File: src/rtl/board_manager_if.sv
// rtl/board_manager_if.sv - drop request/response handshake bundle for board_manager
interface board_manager_if;
  logic       drop_valid;
  logic [2:0] drop_col;
  logic [1:0] drop_player;
  logic       drop_ready;
  logic       drop_done;
  logic       drop_ok;
  logic [2:0] drop_row;

  modport master (
    output drop_valid, drop_col, drop_player,
    input  drop_ready, drop_done, drop_ok, drop_row
  );

  modport slave (
    input  drop_valid, drop_col, drop_player,
    output drop_ready, drop_done, drop_ok, drop_row
  );
endinterface

File: src/rtl/board_manager.sv
// rtl/board_manager.sv - 6x7 drop-column board store with bottom-up scan and debug read port
module board_manager (
  input  logic               clk,
  input  logic               rst_n,
  input  logic               clear,
  board_manager_if.slave     drop,
  input  logic               read_board,
  input  logic [2:0]         d_r_row,
  input  logic [2:0]         d_r_col,
  output logic [1:0]         piece_data,
  output logic [5:0]         piece_count,
  output logic               board_full
);

  typedef enum logic [1:0] {IDLE, SCAN, DONE} state_t;

  state_t     state, state_n;
  logic [1:0] cells [6][7];   // [row][col], row 0 is the bottom
  logic [2:0] scan_row;
  logic [2:0] lat_col;
  logic [1:0] lat_player;
  logic       ok_q;
  logic [2:0] row_q;
  logic [5:0] count_q;

  logic       accept;
  logic       req_valid;
  logic [1:0] cur_cell;
  logic       do_write;
  logic       do_fail;
  logic       scan_inc;

  assign drop.drop_ready = (state == IDLE) && !clear;
  assign drop.drop_done  = (state == DONE);
  assign drop.drop_ok    = ok_q;
  assign drop.drop_row   = row_q;
  assign piece_count     = count_q;
  assign board_full      = (count_q == 6'd42);

  assign accept    = drop.drop_valid && drop.drop_ready;
  // Bad column or non-player code is rejected without ever touching storage.
  assign req_valid = (lat_col <= 3'd6) && (lat_player == 2'b01 || lat_player == 2'b10);
  assign cur_cell  = (req_valid && scan_row <= 3'd5) ? cells[scan_row][lat_col] : 2'b00;

  // Debug read sees storage before any write landing on the same edge.
  assign piece_data = (read_board && d_r_row <= 3'd5 && d_r_col <= 3'd6)
                      ? cells[d_r_row][d_r_col] : 2'b00;

  // Next-state and scan decisions; clear overrides everything and kills any write.
  always_comb begin
    state_n  = state;
    do_write = 1'b0;
    do_fail  = 1'b0;
    scan_inc = 1'b0;
    case (state)
      IDLE: if (accept) state_n = SCAN;
      SCAN: begin
        if (!req_valid) begin
          do_fail = 1'b1;
          state_n = DONE;
        end else if (cur_cell == 2'b00) begin
          do_write = 1'b1;
          state_n  = DONE;
        end else if (scan_row == 3'd5) begin
          do_fail = 1'b1;
          state_n = DONE;
        end else begin
          scan_inc = 1'b1;
        end
      end
      DONE:    state_n = IDLE;
      default: state_n = IDLE;
    endcase
    if (clear) begin
      state_n  = IDLE;
      do_write = 1'b0;
      do_fail  = 1'b0;
      scan_inc = 1'b0;
    end
  end

  // FSM state register.
  always_ff @(posedge clk or negedge rst_n) begin
    if (!rst_n) state <= IDLE;
    else        state <= state_n;
  end

  // Request latch, scan row and the held drop result.
  always_ff @(posedge clk or negedge rst_n) begin
    if (!rst_n) begin
      scan_row   <= 3'd0;
      lat_col    <= 3'd0;
      lat_player <= 2'b00;
      ok_q       <= 1'b0;
      row_q      <= 3'd0;
    end else if (clear) begin
      scan_row <= 3'd0;
    end else begin
      if (accept) begin
        lat_col    <= drop.drop_col;
        lat_player <= drop.drop_player;
        scan_row   <= 3'd0;
      end
      if (scan_inc) scan_row <= scan_row + 3'd1;
      if (do_write) begin
        ok_q  <= 1'b1;
        row_q <= scan_row;
      end
      if (do_fail) ok_q <= 1'b0;
    end
  end

  // Board storage and piece counter; a write only ever lands on an empty cell.
  always_ff @(posedge clk or negedge rst_n) begin
    if (!rst_n) begin
      for (int r = 0; r < 6; r++)
        for (int c = 0; c < 7; c++)
          cells[r][c] <= 2'b00;
      count_q <= 6'd0;
    end else if (clear) begin
      for (int r = 0; r < 6; r++)
        for (int c = 0; c < 7; c++)
          cells[r][c] <= 2'b00;
      count_q <= 6'd0;
    end else if (do_write) begin
      cells[scan_row][lat_col] <= lat_player;
      if (count_q != 6'd42) count_q <= count_q + 6'd1;
    end
  end

endmodule

File: src/flat_wrapper.sv
// flat-port wrapper written by rule: the top's interface ports become plain ports
module board_manager_flat 
  (clk, rst_n, clear, read_board, d_r_row, d_r_col, piece_data, piece_count, board_full, drop_drop_valid, drop_drop_col, drop_drop_player, drop_drop_ready, drop_drop_done, drop_drop_ok, drop_drop_row);
  board_manager_if drop_i ();
  input  logic clk;
  input  logic rst_n;
  input  logic clear;
  input  logic read_board;
  input  logic [2:0] d_r_row;
  input  logic [2:0] d_r_col;
  output logic [1:0] piece_data;
  output logic [5:0] piece_count;
  output logic board_full;
  input wire logic [$bits(drop_i.drop_valid)-1:0] drop_drop_valid;
  input wire logic [$bits(drop_i.drop_col)-1:0] drop_drop_col;
  input wire logic [$bits(drop_i.drop_player)-1:0] drop_drop_player;
  output wire logic [$bits(drop_i.drop_ready)-1:0] drop_drop_ready;
  output wire logic [$bits(drop_i.drop_done)-1:0] drop_drop_done;
  output wire logic [$bits(drop_i.drop_ok)-1:0] drop_drop_ok;
  output wire logic [$bits(drop_i.drop_row)-1:0] drop_drop_row;
  assign drop_i.drop_valid = drop_drop_valid;
  assign drop_i.drop_col = drop_drop_col;
  assign drop_i.drop_player = drop_drop_player;
  assign drop_drop_ready = drop_i.drop_ready;
  assign drop_drop_done = drop_i.drop_done;
  assign drop_drop_ok = drop_i.drop_ok;
  assign drop_drop_row = drop_i.drop_row;
  board_manager u_core (.clk(clk), .rst_n(rst_n), .clear(clear), .drop(drop_i), .read_board(read_board), .d_r_row(d_r_row), .d_r_col(d_r_col), .piece_data(piece_data), .piece_count(piece_count), .board_full(board_full));
endmodule
File: config.mk
export PLATFORM = sky130hd
export DESIGN_NAME = board_manager_flat
export DESIGN_NICKNAME = d
export VERILOG_FILES = /design/src/rtl/board_manager_if.sv /design/src/rtl/board_manager.sv /design/src/flat_wrapper.sv
export SDC_FILE = /design/constraint.sdc
export NUM_CORES = 1
export LEC_CHECK = 0
export BUFFER_PORTS_ARGS = -buffer_cell sky130_fd_sc_hd__buf_2
export CORE_ASPECT_RATIO = 1.1
export CORE_MARGIN = 2
export CORE_UTILIZATION = 38
export CTS_BUF_LIST = sky130_fd_sc_hd__clkbuf_8
export DETAILED_ROUTE_END_ITERATION = 10
export GPL_TIMING_DRIVEN = 0
export SLEW_MARGIN = 20
export SYNTH_ARGS = -nofsm -noshare
export SYNTH_HDL_FRONTEND = slang
export SYNTH_SLANG_ARGS = --single-unit
File: constraint.sdc
create_clock -name clk -period 2.9 [get_ports clk]
set_clock_uncertainty 0.1 [all_clocks]
set_input_delay 0.145 -clock clk [delete_from_list [all_inputs] [get_ports clk]]
set_output_delay 0.145 -clock clk [all_outputs]
set_load 0.02 [all_outputs]
==> flow_summary.yaml <==
drt:
  wl_per_cell_um: 23.8
  postRouteWirelength_um: 19000
  drc: 0
  first_pass_iters: 5
  first_iter_violations: 528
  num_vias: 4939
  drt-vias-per-instance: 6.18
  ant_nets: 0
synth:
  synth_area_um2: 5750
  syn_nets: 555
  synth-async-reset-ratio_pct: 100
  yosysWarnings: 0
  yosysSeqAreaShare_pct: 45.2
  ys_ff_latch: 104
  synth_cells: 535
  ys.flop_type: "dfrtp_1"
  post_synth_num_cell_types: 59
  synth-edff-count: 0
  avgSynthCellArea_um2: 10.8
grt:
  antenna_found_initial: 0
  overflow: 0
  grt_pass1_wl_um: 29100
  grt_max_degree: 77
  grtUsageTotal_pct: 23.7
  grt_pass1_vias: 4967
floorplanning:
  fp.dieH_um: 133
  core-area_um2: 14900
  die_w_um: 121
  die-area_um2: 16100
  io_pins: 31
  start_util_pct: 38.5
  fp-row-count: 47
finish:
  layout-drive-gt1-share_pct: 31.2
  layout.cells.non_filler: 799
  num_antenna_cells: 0
  utilization_pct: 48.9
  syn_to_final_growth_pct: 27.1
  nets: 618
placement:
  gp_congestion: 0.923
  dp.cells: 759
  hpwl_um: 12900
  portBuffers: 27
sta:
  slew_violations: 0
  tightest_slew_ns: 1.10
  fin_ws_ns: -0.273
  hold_viol: 0
  fmaxAchievable_ghz: 0.315
  holdWs_ns: 0.0698
  report.final.setup_viol: 94
  period_share_pct: 109
  rsz0062_at_grt: "yes"
  slew_headroom_pct: 26.6
  period_minus_slack_ns: 3.17
  setup_tns_ns: -18.22
worst_setup_path:
  worstReg2RegStart: "u_core.scan_row[0]"
  cp-start-kind: "register"
  required_ns: 3.12
  r2r-end: "u_core.cells[60]"
  r2r_cells: 9
  r2r_setup_slack_ns: -0.27
  end_kind: "register"
  crit_path_max_fanout: 10
  crit_type: "reg -> reg"
  crit_arrival_ns: 3.40
cts:
  cts_num_sinks: 104
  clk_pin_slew_ns: 0.11
  clockBufferDepth: 2
  numCtsBuffers: 9
  tritoncts: "yes"
  clk_latency_ns: 0.40
  h-tree-depth: 3
  cts_root_buf: "clkbuf_8"
run_status:
  outcome: "finished, violations left"
  failed_checks: "setup timing"
job:
  maxCapViolations: 0
power:
  ir_drop_mv: 0.254
  p_leak_nw: 3.00
  p_per_area_nw_per_um2: 406
min_path:
  min_path_type: "in -> async"
-- logic make-up after synthesis --
kind of cell | after synthesis | synth area share [%]
flops | 104 | 45.2
buf+inv | 51 | 4.59
fa+ha+maj | 4 | 0.870
mux | 56 | 13.8
compound gates | 139 | 19.4
simple gates | 180 | 15.9
xor+xnor | 1 | 0.152
-- synth_stat cells, drive strengths merged (2+ instances only) --
master   number  area share (%)
a211oi        5            0.65
a21oi         7            0.61
a22oi         2            0.26
a31oi         2            0.22
and2          3            0.33
and3          2            0.30
buf          15             2.2
clkbuf       21             1.4
dfrtp       104              45
ha            4            0.87
inv          15             1.0
mux2         16             3.1
mux2i        23             4.0
mux4         17             6.7
nand2        49             3.2
nand2b        5            0.54
nand3        16             1.4
nand3b        2            0.26
nand4         5            0.54
nor2         33             2.2
nor2b        13             1.4
nor3         25             2.2
nor3b         7            0.91
nor4          3            0.33
o2111ai       2            0.30
o211a         3            0.52
o211ai        2            0.26
o21ai        17             1.5
o221ai        2            0.30
o22ai         8            0.98
o2bb2ai      69              11
o31ai         7            0.91
or2           4            0.44
or3          11             1.6
-- layout make-up --
type | instances | area, um2
Clock buffer | 9 | 124
Multi-Input combinational cell | 380 | 3500
Tap cell | 196 | 245
Timing Repair Buffer | 53 | 470
Fill cell | 1368 | 7630
Inverter | 15 | 58.8
Buffer | 35 | 255
Sequential cell | 104 | 2610
Clock inverter | 7 | 56.3
-- power by group --
part | total, mW | switching [mW] | internal (mW)
combinational | 0.543 | 0.361 | 0.182
sequential | 1.52 | 0.0364 | 1.48
clock | 0.908 | 0.521 | 0.386
total | 2.97 | 0.918 | 2.05
-- worst max path at each step --
| stage | end | start | depth (start not counted) |
|---|---|---|---|
| after detailed placement | u_core.drop.drop_row[0] | u_core.scan_row[2] | 9 |
| after floorplan | u_core.cells[74] | u_core.scan_row[1] | 10 |
| after global placement | u_core.cells[11] | u_core.scan_row[2] | 9 |
| after CTS | u_core.cells[74] | u_core.scan_row[0] | 9 |
| final | u_core.cells[60] | u_core.scan_row[0] | 9 |
| after global routing | u_core.cells[60] | u_core.scan_row[0] | 9 |
-- layout by cell type, fill, tap and decap left out, drive strengths merged, types with 17 or more instances in the layout --
master     n
nor3      25
o2bb2ai   69
o21ai     17
nand2     49
nor2      33
inv       18
buf       57
clkbuf    34
mux2i     23
mux4      17
dfrtp    104
-- repair_timing --
item,4_1_cts,5_1_grt
setup endpoints to repair,99,98
gates resized for setup,58,55
gates cloned,1,3
pin swaps,12,27
endpoints found under the hold margin,109,0
buffers inserted,12,3
hold buffers,6,0
-- state kept, by name, summed over array words and instances, names as in the netlist --
register and cells:
u_core.state 2, u_core.lat_col 3, u_core.scan_row 3, u_core.piece_count 6
u_core.cells 84, u_core.drop.drop_row 3, u_core.drop.drop_ok 1, u_core.lat_player 2
-- critical path, stage by stage (launching register included) --
cell and delay [ns]:
dfrtp_2 0.44, buf_6 0.15, mux2_4 0.30, a222oi_1 0.42, o221a_1 0.34, o2111ai_4 0.17, o32a_4 0.44, or3_4 0.44
buf_12 0.17, o2bb2ai_1 0.13
-- through the flow --
stage | total power, mW | setup WS, ns | instance area (um2)
after floorplan | 1.80 | 0.102 | 5750
after detailed placement | 1.97 | -0.745 | 6170
after CTS | 2.91 | -0.204 | 6810
after global routing | 3.07 | -0.351 | 7310
final | 2.97 | -0.273 | 7310
after global placement | 1.96 | -0.733 | 6130
-- layer usage --
metal / vias to the layer above / wire, um / share of wire [%] / global-route usage, %
met5: - / 0 / 0 / 0
met4: 0 / 589 / 3.1 / 9.90
met3: 48 / 1270 / 6.7 / 4.40
met2: 251 / 9050 / 48 / 37.0
met1: 2477 / 8090 / 43 / 32.4
li1: 2163 / - / - / -
No activity file was read; power rests on OpenSTA's default activity.
